<file path="src/rtl/clk_freq_meter.sv">
// Clock frequency meter: measures period and high time of SIG_in in CLK_in cycles,
// tracks period stability (LOCKED) and missing edges (STALL).
module clk_freq_meter #(
  parameter int CNT_W       = 16,
  parameter int SYNC_STAGES = 2,
  parameter int LOCK_COUNT  = 4,
  parameter int TIMEOUT_CYC = 60000
) (
  input  logic             CLK_in,
  input  logic             RST,
  input  logic             EN,
  input  logic             SIG_in,
  output logic [CNT_W-1:0] PERIOD,
  output logic [CNT_W-1:0] HIGH_TIME,
  output logic             VALID,
  output logic             LOCKED,
  output logic             STALL
);

  localparam int              RW     = $clog2(LOCK_COUNT + 1);
  localparam logic [RW-1:0]   LOCK_R = RW'(LOCK_COUNT);
  localparam logic [CNT_W-1:0] TMO   = CNT_W'(TIMEOUT_CYC);
  localparam logic [CNT_W-1:0] ONE   = CNT_W'(1);

  typedef enum logic [1:0] {IDLE, RUN, STALLED} state_t;

  state_t              state;
  logic [SYNC_STAGES-1:0] sync;
  logic                sig_s, sig_d, rise_q, hi_q;
  logic [CNT_W-1:0]    p, h;
  logic [RW-1:0]       r;

  assign sig_s = sync[SYNC_STAGES-1];

  // Edge and level are registered together so the FSM always sees the rising
  // edge and the high sample of the same cycle; this stage keeps running with EN low.
  always_ff @(posedge CLK_in) begin
    if (RST) begin
      sync   <= '0;
      sig_d  <= 1'b0;
      rise_q <= 1'b0;
      hi_q   <= 1'b0;
    end else begin
      sync   <= {sync[SYNC_STAGES-2:0], SIG_in};
      sig_d  <= sig_s;
      rise_q <= sig_s & ~sig_d;
      hi_q   <= sig_s;
    end
  end

  always_ff @(posedge CLK_in) begin
    if (RST) begin
      state     <= IDLE;
      p         <= '0;
      h         <= '0;
      r         <= '0;
      PERIOD    <= '0;
      HIGH_TIME <= '0;
      VALID     <= 1'b0;
      LOCKED    <= 1'b0;
      STALL     <= 1'b0;
    end else begin
      VALID  <= 1'b0;
      LOCKED <= (r == LOCK_R);
      if (!EN) begin
        state  <= IDLE;
        LOCKED <= 1'b0;
        STALL  <= 1'b0;
        p      <= '0;
        h      <= '0;
        r      <= '0;
      end else begin
        case (state)
          IDLE: begin
            p <= '0;
            h <= '0;
            if (rise_q) begin
              p     <= ONE;
              h     <= ONE;
              r     <= '0;
              state <= RUN;
            end
          end
          RUN: begin
            if (rise_q) begin
              PERIOD    <= p;
              HIGH_TIME <= h;
              VALID     <= 1'b1;
              p         <= ONE;
              h         <= ONE;
              // First measurement after (re)start has no valid reference period.
              if (r == '0)             r <= RW'(1);
              else if (p == PERIOD)    r <= (r == LOCK_R) ? LOCK_R : r + RW'(1);
              else                     r <= RW'(1);
            end else if (p == TMO) begin
              STALL  <= 1'b1;
              LOCKED <= 1'b0;
              r      <= '0;
              state  <= STALLED;
            end else begin
              p <= p + ONE;
              h <= h + CNT_W'(hi_q);
            end
          end
          STALLED: begin
            if (rise_q) begin
              STALL <= 1'b0;
              p     <= ONE;
              h     <= ONE;
              r     <= '0;
              state <= RUN;
            end
          end
          default: state <= IDLE;
        endcase
      end
    end
  end

endmodule

</file>
<file path="config.mk">
export PLATFORM = sky130hd
export DESIGN_NAME = clk_freq_meter
export DESIGN_NICKNAME = d
export VERILOG_FILES = /design/src/rtl/clk_freq_meter.sv
export SDC_FILE = /design/constraint.sdc
export NUM_CORES = 1
export LEC_CHECK = 0
export CAP_MARGIN = 20
export CORE_AREA = 2 2 161 84
export CTS_CLUSTER_SIZE = 28
export DETAILED_ROUTE_END_ITERATION = 10
export DIE_AREA = 0 0 163 86
export PLACE_DENSITY = 0.58
export SYNTH_ARGS = -nofsm -noshare
export SYNTH_HDL_FRONTEND = slang
export SYNTH_SLANG_ARGS = --single-unit
export TNS_END_PERCENT = 1
</file>
<file path="constraint.sdc">
create_clock -name CLK_in -period 2.4 [get_ports CLK_in]
set_input_delay 0.48 -clock CLK_in [delete_from_list [all_inputs] [get_ports CLK_in]]
set_output_delay 0.48 -clock CLK_in [all_outputs]
set_load 0.02 [all_outputs]
</file>
* After elaboration in Yosys (flattened, before gate mapping) *
Index checks and enable logic that the tools add are counted.

storage, ports and cells
  bits of input ports = 4
  logic and storage cells = 70
  register bits = 76
  output and inout bits = 35

operators by class
  reduce and logical (&&, ||, !) cells = 13
  muxes and demuxes = 27
  bitwise logic cells = 4
  $add $sub $neg = 3
  eq/ne operators = 11

operators with widths
  operator                                                          number
  16-bit case mux with 3 select lines                               2
  16-bit 2-to-1 mux                                                 5
  3-bit 2-to-1 mux                                                  6
  16-bit by 1-bit adder with 16-bit output                          1
  16-bit by 1-bit adder with 16-bit output (second input constant)  1
  16-bit == test                                                    1
  16-bit == test (second input constant)                            1
  3-bit AND reduction                                               4
  1-bit 2-to-1 mux                                                  8
  2-bit 2-to-1 mux                                                  3
  2-bit != test (second input constant)                             3
  3-bit != test (second input constant)                             2
  3-bit case mux with 2 select lines                                1
  2-bit case mux with 2 select lines                                1
  4-bit AND reduction                                               1
  2-bit nonzero test                                                2
  2-bit OR reduction                                                2
  3-bit by 1-bit adder with 3-bit output (second input constant)    1
  3-bit == test (second input constant)                             1
  3-bit logical NOT                                                 1
  1-bit inverter                                                    3
  3-bit nonzero test                                                1
  3-bit OR reduction                                                1
  2-bit by 1-bit == test with 1-bit output (second input constant)  1
  5 further kinds                                                   5

* Longest topological paths before layout *
  depth after elaboration = 6
  depth in mapped cells = 11
  mapped depth without buffers = 7

* Worst setup path after synthesis *
Ideal clock, no wire load.

  kind = register to register
  start = register state[1]
  end = register p[13]
  buffers on the path = 4
  library setup time = 0.117 ns
  cell stages (with the launch flop) = 12
  setup slack = 0.500 ns
  required time = 2.283 ns
  clock period less this slack = 1.900 ns
  data arrival time = 1.784 ns
  cells stage by stage = dfxtp_1 -> inv_1 -> ha_1 -> buf_2 -> nor2b_1 -> and3_1 -> buf_6 -> and3_1 -> buf_2 -> buf_6 -> a21oi_1 -> a21oi_1

on the way
  word-level cells in the longest chain between the ends = 3
  elaborated cells on any way between the ends = 8
  those cells by class = 4 x eq/ne; 1 x mux; 3 x reduce/logical

ends and longest elaborated chain
  what                                                              line  source
  from (decl)                                                       27    state_t state;
  from (signal assigned)                                            53    state <= IDLE;
  from (signal assigned)                                            66    state <= IDLE;
  from (signal assigned)                                            81    state <= RUN;
  2-bit by 1-bit == test with 1-bit output (tied with other cells)  73    case (state)
  3-bit != test (no source line) (tied with other cells)            n/a
  3-bit AND reduction (no source line)                              n/a
  to (signal assigned)                                              101   p <= p + ONE;
  to (decl)                                                         30    logic [CNT_W-1:0] p, h;

Parallel ways exist; a longest one is shown, timed or not.
A chain may end at the register's enable or synchronous reset.

* Worst setup path after layout *
  start = register h[0]
  end = register h[14]

on the way
  word-level cells in the longest chain between the ends = 4

ends and longest elaborated chain
  what                                      line  source
  from (decl)                               30
  from (signal assigned)                    102   h <= h + CNT_W'(hi_q);
  16-bit by 1-bit adder with 16-bit output  102
  16-bit 2-to-1 mux                         95    end else if (p == TMO) begin
  16-bit 2-to-1 mux                         85    if (rise_q) begin
  16-bit case mux with 3 select lines       73

No other way between the ends. The select of a mux whose other input is x is not followed.

==> metrics.cfg <==
[status]
outcome=completed

[final_layout]
syn_to_final_growth_pct=22.44
regArea_sq_mm=0.001521
final_common_cell=nand2_1
final_cell_mix=nand2_1, dfxtp_1, a21oi_1
finish.utilization_pct=36.43
fin_cells=663
n_antenna_cell=0
fillers=1289
final_layout_size_suffix_gt1_share_pct=9.736
nets=504
multi_input_area_sq_mm=0.001988

[timing]
timing.fmax_ghz=0.4710
min_period_ns=2.123
rsz0062_at_grt=false
fin_skew_ns=0.007246
drv_slew=0
finalCritPeriodShare_pct=88.46
worst_slew_pin_slew_ns=0.4790
hold_violations=0
slew-limit-headroom_pct=67.89
setup_violations=0
hold-worst-slack_ns=0.4228
finalWorstSetupSlack_ns=0.2769
fin_tns_setup_ns=0

[flow_run]
max_cap_viol_count=0

[global_route]
overflow=0
grt_pass1_vias=2954
grt_pass1_wl_mm=15.76
grt_max_degree=38
antenna_found_initial=0
grtUsageTotal_pct=14.43

[yosys]
syn_area_per_cell_sq_um=8.241
ys_ff_latch=76
syn_nets=467
yosysUniqueCellTypes=55
ys_seq_area_share_pct=40.85
syn-cell-area_sq_mm=0.003725
ys.warnings.count=0
ys_dominant_reg_cell=dfxtp_1
synthArstFlopShare_pct=0
synth_edf_count=0
synthCells=452

[hold_path]
hp-class=flop to flop
hold_path_depth=1
hp-start=hi_q$_SDFF_PP0_
hold_end=rise_q$_SDFF_PP0_

[clock_tree]
cts_resized=0
ctsLongestPathBuffers=2
insertion_delay_ns=0.33
cts_tree=yes
ctsHoldBuffers=0
post-cts-setup-buffer-count=0
cts_sinks=76
cts_buffers=9
cts-root-buf=clkbuf_16
htreeDepth=3
path_clk_slew_ns=0.06

[route]
wl_per_cell_microns=14.59
viasPerCell=4.876
vias=3233
ant_nets=0
drt-initial-drc-count=293
drc=0
first_pass_iters=4
wl_mm=9.673

[critical_path]
r2r_cells=7
cp.arrival_ns=2.34
path_max_fanout=5
worst-setup-path-type=flop to flop
rrSetupSlack_ns=0.28
reg2reg_to=h[14]$_SDFFE_PP0P_
worst_setup_path_start_kind=flop
crit_path_end_kind=flop
timing.rr.start=h[0]$_SDFFE_PP0P_
cp.required_ns=2.62

[floorplan]
ios=39
die_area_sq_mm=0.01402
initial_core_util_pct=29.76
die_h_microns=86
core_area_sq_mm=0.01252
die_w_microns=163
rows=29

[power]
p_leak_uw=0.001569
vdd_drop_max_mv=0.2333
p_per_area_mw_per_mm2=564.8

[placement]
dp.cells=648
hpwl_mm=6.836
gp_congestion=0.8399
io_buffers=38
dpl_worst_slack_ns=0.1619

## registers in the layout, summed over array words and instances (netlist names)
signal	cells
VALID	1
LOCKED	1
STALL	1
h	16
sync	2
state	2
r	3
PERIOD	16
hi_q	1
p	16
rise_q	1
HIGH_TIME	16
## cells in the mapped netlist (2+ instances only)
cell	number	area (sq um)
nand2_1	93	349.1
nor4_1	2	12.51
nand3_1	14	70.07
o21a_1	8	60.06
o21ai_0	12	60.06
nand2b_1	2	12.51
inv_1	9	33.78
a2bb2oi_1	4	35.03
a21boi_0	4	30.03
clkbuf_1	16	60.06
and2_1	3	18.77
a31o_2	2	17.52
mux2i_1	4	40.04
a41oi_1	2	17.52
or4_1	2	15.01
nor3_2	2	20.02
nor3_1	8	40.04
and3_1	7	43.79
buf_2	7	35.03
dfxtp_1	76	1521
buf_6	6	67.56
a31oi_1	12	75.07
xnor2_1	16	140.1
nor2b_1	5	31.28
nor4_4	2	42.54
a21oi_1	60	300.3
clkbuf_2	3	15.01
ha_1	11	137.6
nor2_1	21	78.83
nand4_1	12	75.07
o22a_1	3	26.28
## report_power, final
group | total [uW] | internal [uW] | switching (uW)
clock | 1260 | 748 | 509
sequential | 1270 | 1270 | 4.25
combinational | 49.3 | 18.4 | 30.9
## worst max-delay path: stages (launching register included)
cell	delay, ns
dfxtp_1	0.38
ha_1	0.24
ha_1	0.23
nand3_1	0.17
or3b_1	0.45
or2_1	0.27
o21ai_0	0.18
a21oi_1	0.09
## worst max path at each step
stage | start | endpoint | slack, ns | cells past startpoint
2_1_floorplan | state[1]$_SDFFE_PP0P_ | p[13]$_SDFFE_PP0P_ | 0.50 | 11
3_3_place_gp | EN | h[15]$_SDFFE_PP0P_ | 0.18 | 6
3_5_place_dp | EN | h[15]$_SDFFE_PP0P_ | 0.16 | 6
4_1_cts | h[0]$_SDFFE_PP0P_ | h[14]$_SDFFE_PP0P_ | 0.29 | 7
5_1_grt | h[0]$_SDFFE_PP0P_ | h[14]$_SDFFE_PP0P_ | 0.09 | 7
6_report | h[0]$_SDFFE_PP0P_ | h[14]$_SDFFE_PP0P_ | 0.28 | 7
## through the flow
stage	cell area (sq um)	power [uW]
2_1_floorplan	3725	1328
5_1_grt	4561	2674
6_report	4561	2576
4_1_cts	4561	2612
3_3_place_gp	4290	1346
3_5_place_dp	4290	1347
## cells by family after synthesis
group | count (synthesis) | synth area share (%)
and+or+nand+nor | 186 | 25.29
AOI/OAI and AO/OA | 117 | 19.55
adders and majority gates | 11 | 3.695
muxes | 4 | 1.075
DFF | 76 | 40.85
buffers and inverters | 42 | 5.777
xor gates and xnor gates | 16 | 3.762
## layer usage
metal / global-route usage (%) / vias to the layer above / share of wire [%]
li1: - / 1644 / -
met1: 21.00 / 1516 / 50
met2: 19.95 / 71 / 41
met3: 4.739 / 2 / 8.4
met4: 4.344 / 0 / 0.41
met5: 0 / - / 0
## cell type report
type,instances,share of cell area [%]
clock buffer,13,5.706
tap,170,4.664
timing repair buffer,58,11.63
multi-input combinational,334,43.59
clock inverter,2,0.2195
inverter,10,0.8230
sequential,76,33.36
(Power assumes the default switching activity.)
==> edit 1: new RTL, same flow settings <==
`CNT_W`: 16 -> 20.
--- a/src/rtl/clk_freq_meter.sv
+++ b/src/rtl/clk_freq_meter.sv
@@ -2,5 +2,5 @@
 // tracks period stability (LOCKED) and missing edges (STALL).
 module clk_freq_meter #(
-  parameter int CNT_W       = 16,
+  parameter int CNT_W       = 20,
   parameter int SYNC_STAGES = 2,
   parameter int LOCK_COUNT  = 4,
Ports: changed (resized HIGH_TIME and PERIOD); port bits go from 39 to 47. No check against the original RTL was run, so the function may have changed too.
==> edit 1 against the unedited design <==
Synthesized cell count is 23% higher; routed wire length is 25% higher; sequential power is 20% higher; worst setup slack better by 0.013 ns; critical path depth stayed put; total power is 21% higher; combinational power is 2% higher; area after synthesis is 24% higher; cell area is 24% higher; sequential cell count is 16 higher; critical path type unchanged; largest power group is now the clock network.
==> edit 1: results (changes against the unedited design) <==
| Metric | Value |
|---|---|
| Multi-input gates | 409 (was 334) |
| Clock Power Share | 49.5% (was 48.8%) |
| Proportion of cell area spent on the clock network | 5.74% (was 5.93%) |
| Worst reg2reg path startpoint | state[0]$_SDFFE_PP0P_ (was h[0]$_SDFFE_PP0P_) |
| Max-slew headroom at the worst pin | 60.3% (was 67.9%) |
| Buffers outside the clock class | 82 (was 58) |
| Total via count in the routed design | 4,069 (was 3,233) |
| Most instantiated cells after synthesis | 118 x sky130_fd_sc_hd__nand2_1, 92 x sky130_fd_sc_hd__dfxtp_1, 71 x sky130_fd_sc_hd__a21oi_1 (was 93 x sky130_fd_sc_hd__nand2_1, 76 x sky130_fd_sc_hd__dfxtp_1, 60 x sky130_fd_sc_hd__a21oi_1) |
| Post-synthesis average cell area | 8.27 sq um (was 8.24 sq um) |
| Result of the run | finished clean (unchanged) |
| First-pass GRT wire length | 19,800 um (was 15,800 um) |
| Leakage | 1.86 nW (was 1.57 nW) |
| Minimum clock period | 2.11 ns (was 2.12 ns) |
| Share of post-route cells with drive strength above 1 | 13.7% (was 9.74%) |
| Largest fanout on the critical path | 13 (was 5) |
| Nets in the synthesized netlist | 573 (was 467) |
| Internal power component | 2.49 mW (was 2.03 mW) |
| Final Skew | 0.00713 ns (was 0.00725 ns) |
| Clock-net power | 1.55 mW (was 1.26 mW) |
| Fraction of synthesized area in multiplexers | 0.461% (was 1.07%) |
| Crit-path slowest cell | sky130_fd_sc_hd__or4_1 (was sky130_fd_sc_hd__or3b_1) |
| Area growth syn-to-layout | 22.9% (was 22.4%) |
| Final routed wirelength across all metal layers | 12,100 um (was 9670 um) |
| Nets | 623 (was 504) |
| Detailed Route Iter0 Violations | 351 (was 293) |
| Crit-path max cell delay | 0.51 ns (was 0.45 ns) |
edit 1: changes by cell type in the layout (fill, tap and decap cells not counted), moves of 8 or more:
cell,before,now
sky130_fd_sc_hd__nand2_1,93,118
sky130_fd_sc_hd__dfxtp_1,76,92
sky130_fd_sc_hd__a21oi_2,0,11
sky130_fd_sc_hd__a31oi_1,12,4
sky130_fd_sc_hd__a21oi_1,60,71
sky130_fd_sc_hd__clkdlybuf4s50_1,38,46
sky130_fd_sc_hd__buf_4,20,34
edit 1: critical path: cells and delay by family (launching register included):
family | cells | cell delay, ns
buffers and inverters | 2 | 0.28
adder cells (fa/ha/maj) | 1 | 0.31
AO/OA/AOI/OAI | 3 | 0.55
AND/OR/NAND/NOR | 1 | 0.51
flip-flops | 1 | 0.40
edit 1: per-layer routing:
metal  share of wire (%)  up-vias  global-route usage, %
met5                   0        -                      0
met4                0.89        0                   4.10
met3                 5.5        9                   4.50
met2                  43      100                   27.1
met1                  51     1900                   26.1
li1                    -     2060                      -
==> edit 2: new RTL, config.mk and constraints unchanged <==
Made on the original files. The 3 states of `state_t` get a one-hot encoding in 3 bits.
--- a/src/rtl/clk_freq_meter.sv
+++ b/src/rtl/clk_freq_meter.sv
@@ -23,5 +23,5 @@
   localparam logic [CNT_W-1:0] ONE   = CNT_W'(1);
 
-  typedef enum logic [1:0] {IDLE, RUN, STALLED} state_t;
+  typedef enum logic [2:0] {IDLE = 3'b001, RUN = 3'b010, STALLED = 3'b100} state_t;
 
   state_t              state;
Behaviour: no difference found for any inputs over 10 cycles, from zero or initial values and one cycle with RST high; not proved beyond that.
==> edit 2 against the unedited design <==
Area after synthesis down 4.2%; die area stayed put; sequential cell count increased by 1; combinational power shrank 20%; cell area is essentially flat; worst setup slack better by 0.0065 ns; routed wire length fell by 12%; clock skew shrank 0.0029 ns; total power is 9.3% higher; maximum frequency is 0.31% higher; synthesized cell count decreased by 7.5%; largest cell class unchanged.
==> edit 2: results (changes against the unedited design) <==
| Metric | Value |
|---|---|
| Instance area after placement | 4240 sq um (was 4290 sq um) |
| Detailed-route wire length per cell | 13.2 um (was 14.6 um) |
| Crit-path slowest cell | sky130_fd_sc_hd__dfxtp_1 (was sky130_fd_sc_hd__or3b_1) |
| Total via count in the routed design | 2,952 (was 3,233) |
| Number of filler instances in the final layout | 1,298 (was 1,289) |
| Largest fanout on the critical path | 17 (was 5) |
| Fraction of post-synthesis cell area in the top cell type by area | 43.2% (was 40.8%) |
| GRT met2 Usage | 20.1% (was 20.0%) |
| Via count of the first global-routing pass | 2,810 (was 2,954) |
| Nets in the synthesized netlist | 429 (was 467) |
| Met2 WL post-DR | 3720 um (was 3940 um) |
| Routed metal-1 wirelength | 4410 um (was 4880 um) |
| Post-synthesis sequential area ratio | 43.2% (was 40.8%) |
| Top area cells in the synthesized netlist | sky130_fd_sc_hd__dfxtp_1 43%, sky130_fd_sc_hd__nand2_1 8.7%, sky130_fd_sc_hd__xnor2_1 7.9% (was sky130_fd_sc_hd__dfxtp_1 41%, sky130_fd_sc_hd__nand2_1 9.4%, sky130_fd_sc_hd__a21oi_1 8.1%) |
| Detailed Route Iter0 Violations | 195 (was 293) |
| Most instantiated cells after synthesis | 83 x sky130_fd_sc_hd__nand2_1, 77 x sky130_fd_sc_hd__dfxtp_1, 42 x sky130_fd_sc_hd__a21oi_1 (was 93 x sky130_fd_sc_hd__nand2_1, 76 x sky130_fd_sc_hd__dfxtp_1, 60 x sky130_fd_sc_hd__a21oi_1) |
| First-pass GRT wire length | 14,100 um (was 15,800 um) |
| Final Skew | 0.00438 ns (was 0.00725 ns) |
| Worst vdd ir | 281 uV (was 233 uV) |
| Result of the run | finished clean (unchanged) |
| Met1 usage in global routing | 16.9% (was 21.0%) |
| Met3 usage in global routing | 3.53% (was 4.74%) |
| Switching Fraction | 19.6% (was 21.1%) |
| Share of post-route cells with drive strength above 1 | 9.98% (was 9.74%) |
| Leakage | 1.54 nW (was 1.57 nW) |
-- edit 2: cell type report --
cell class	instances	area share [%]
multi-input combinational	306	41.1
sequential	77	33.8
timing repair buffer	64	12.6
clock buffer	13	5.70
tap	170	4.66
clock inverter	3	1.48
inverter	8	0.658
-- edit 2: kinds of logic after synthesis --
family	after synthesis	synth area share, %
simple gates	185	27.0
buf+inv	35	4.28
fa+ha+maj	7	2.45
xor+xnor	34	8.34
compound gates	75	13.3
mux	5	1.40
flops	77	43.2
-- edit 2: final timing paths --
kind	slack, ns	end	start	cells after the start
setup / recovery	0.28	r[2]$_SDFFE_PP0P_	p[0]$_SDFFE_PP0P_	8
hold reg to reg	0.44	sync[1]$_SDFF_PP0_	sync[0]$_SDFF_PP0_	1
hold / removal	0.44	sync[1]$_SDFF_PP0_	sync[0]$_SDFF_PP0_	1
setup reg to reg	0.28	r[2]$_SDFFE_PP0P_	p[0]$_SDFFE_PP0P_	8
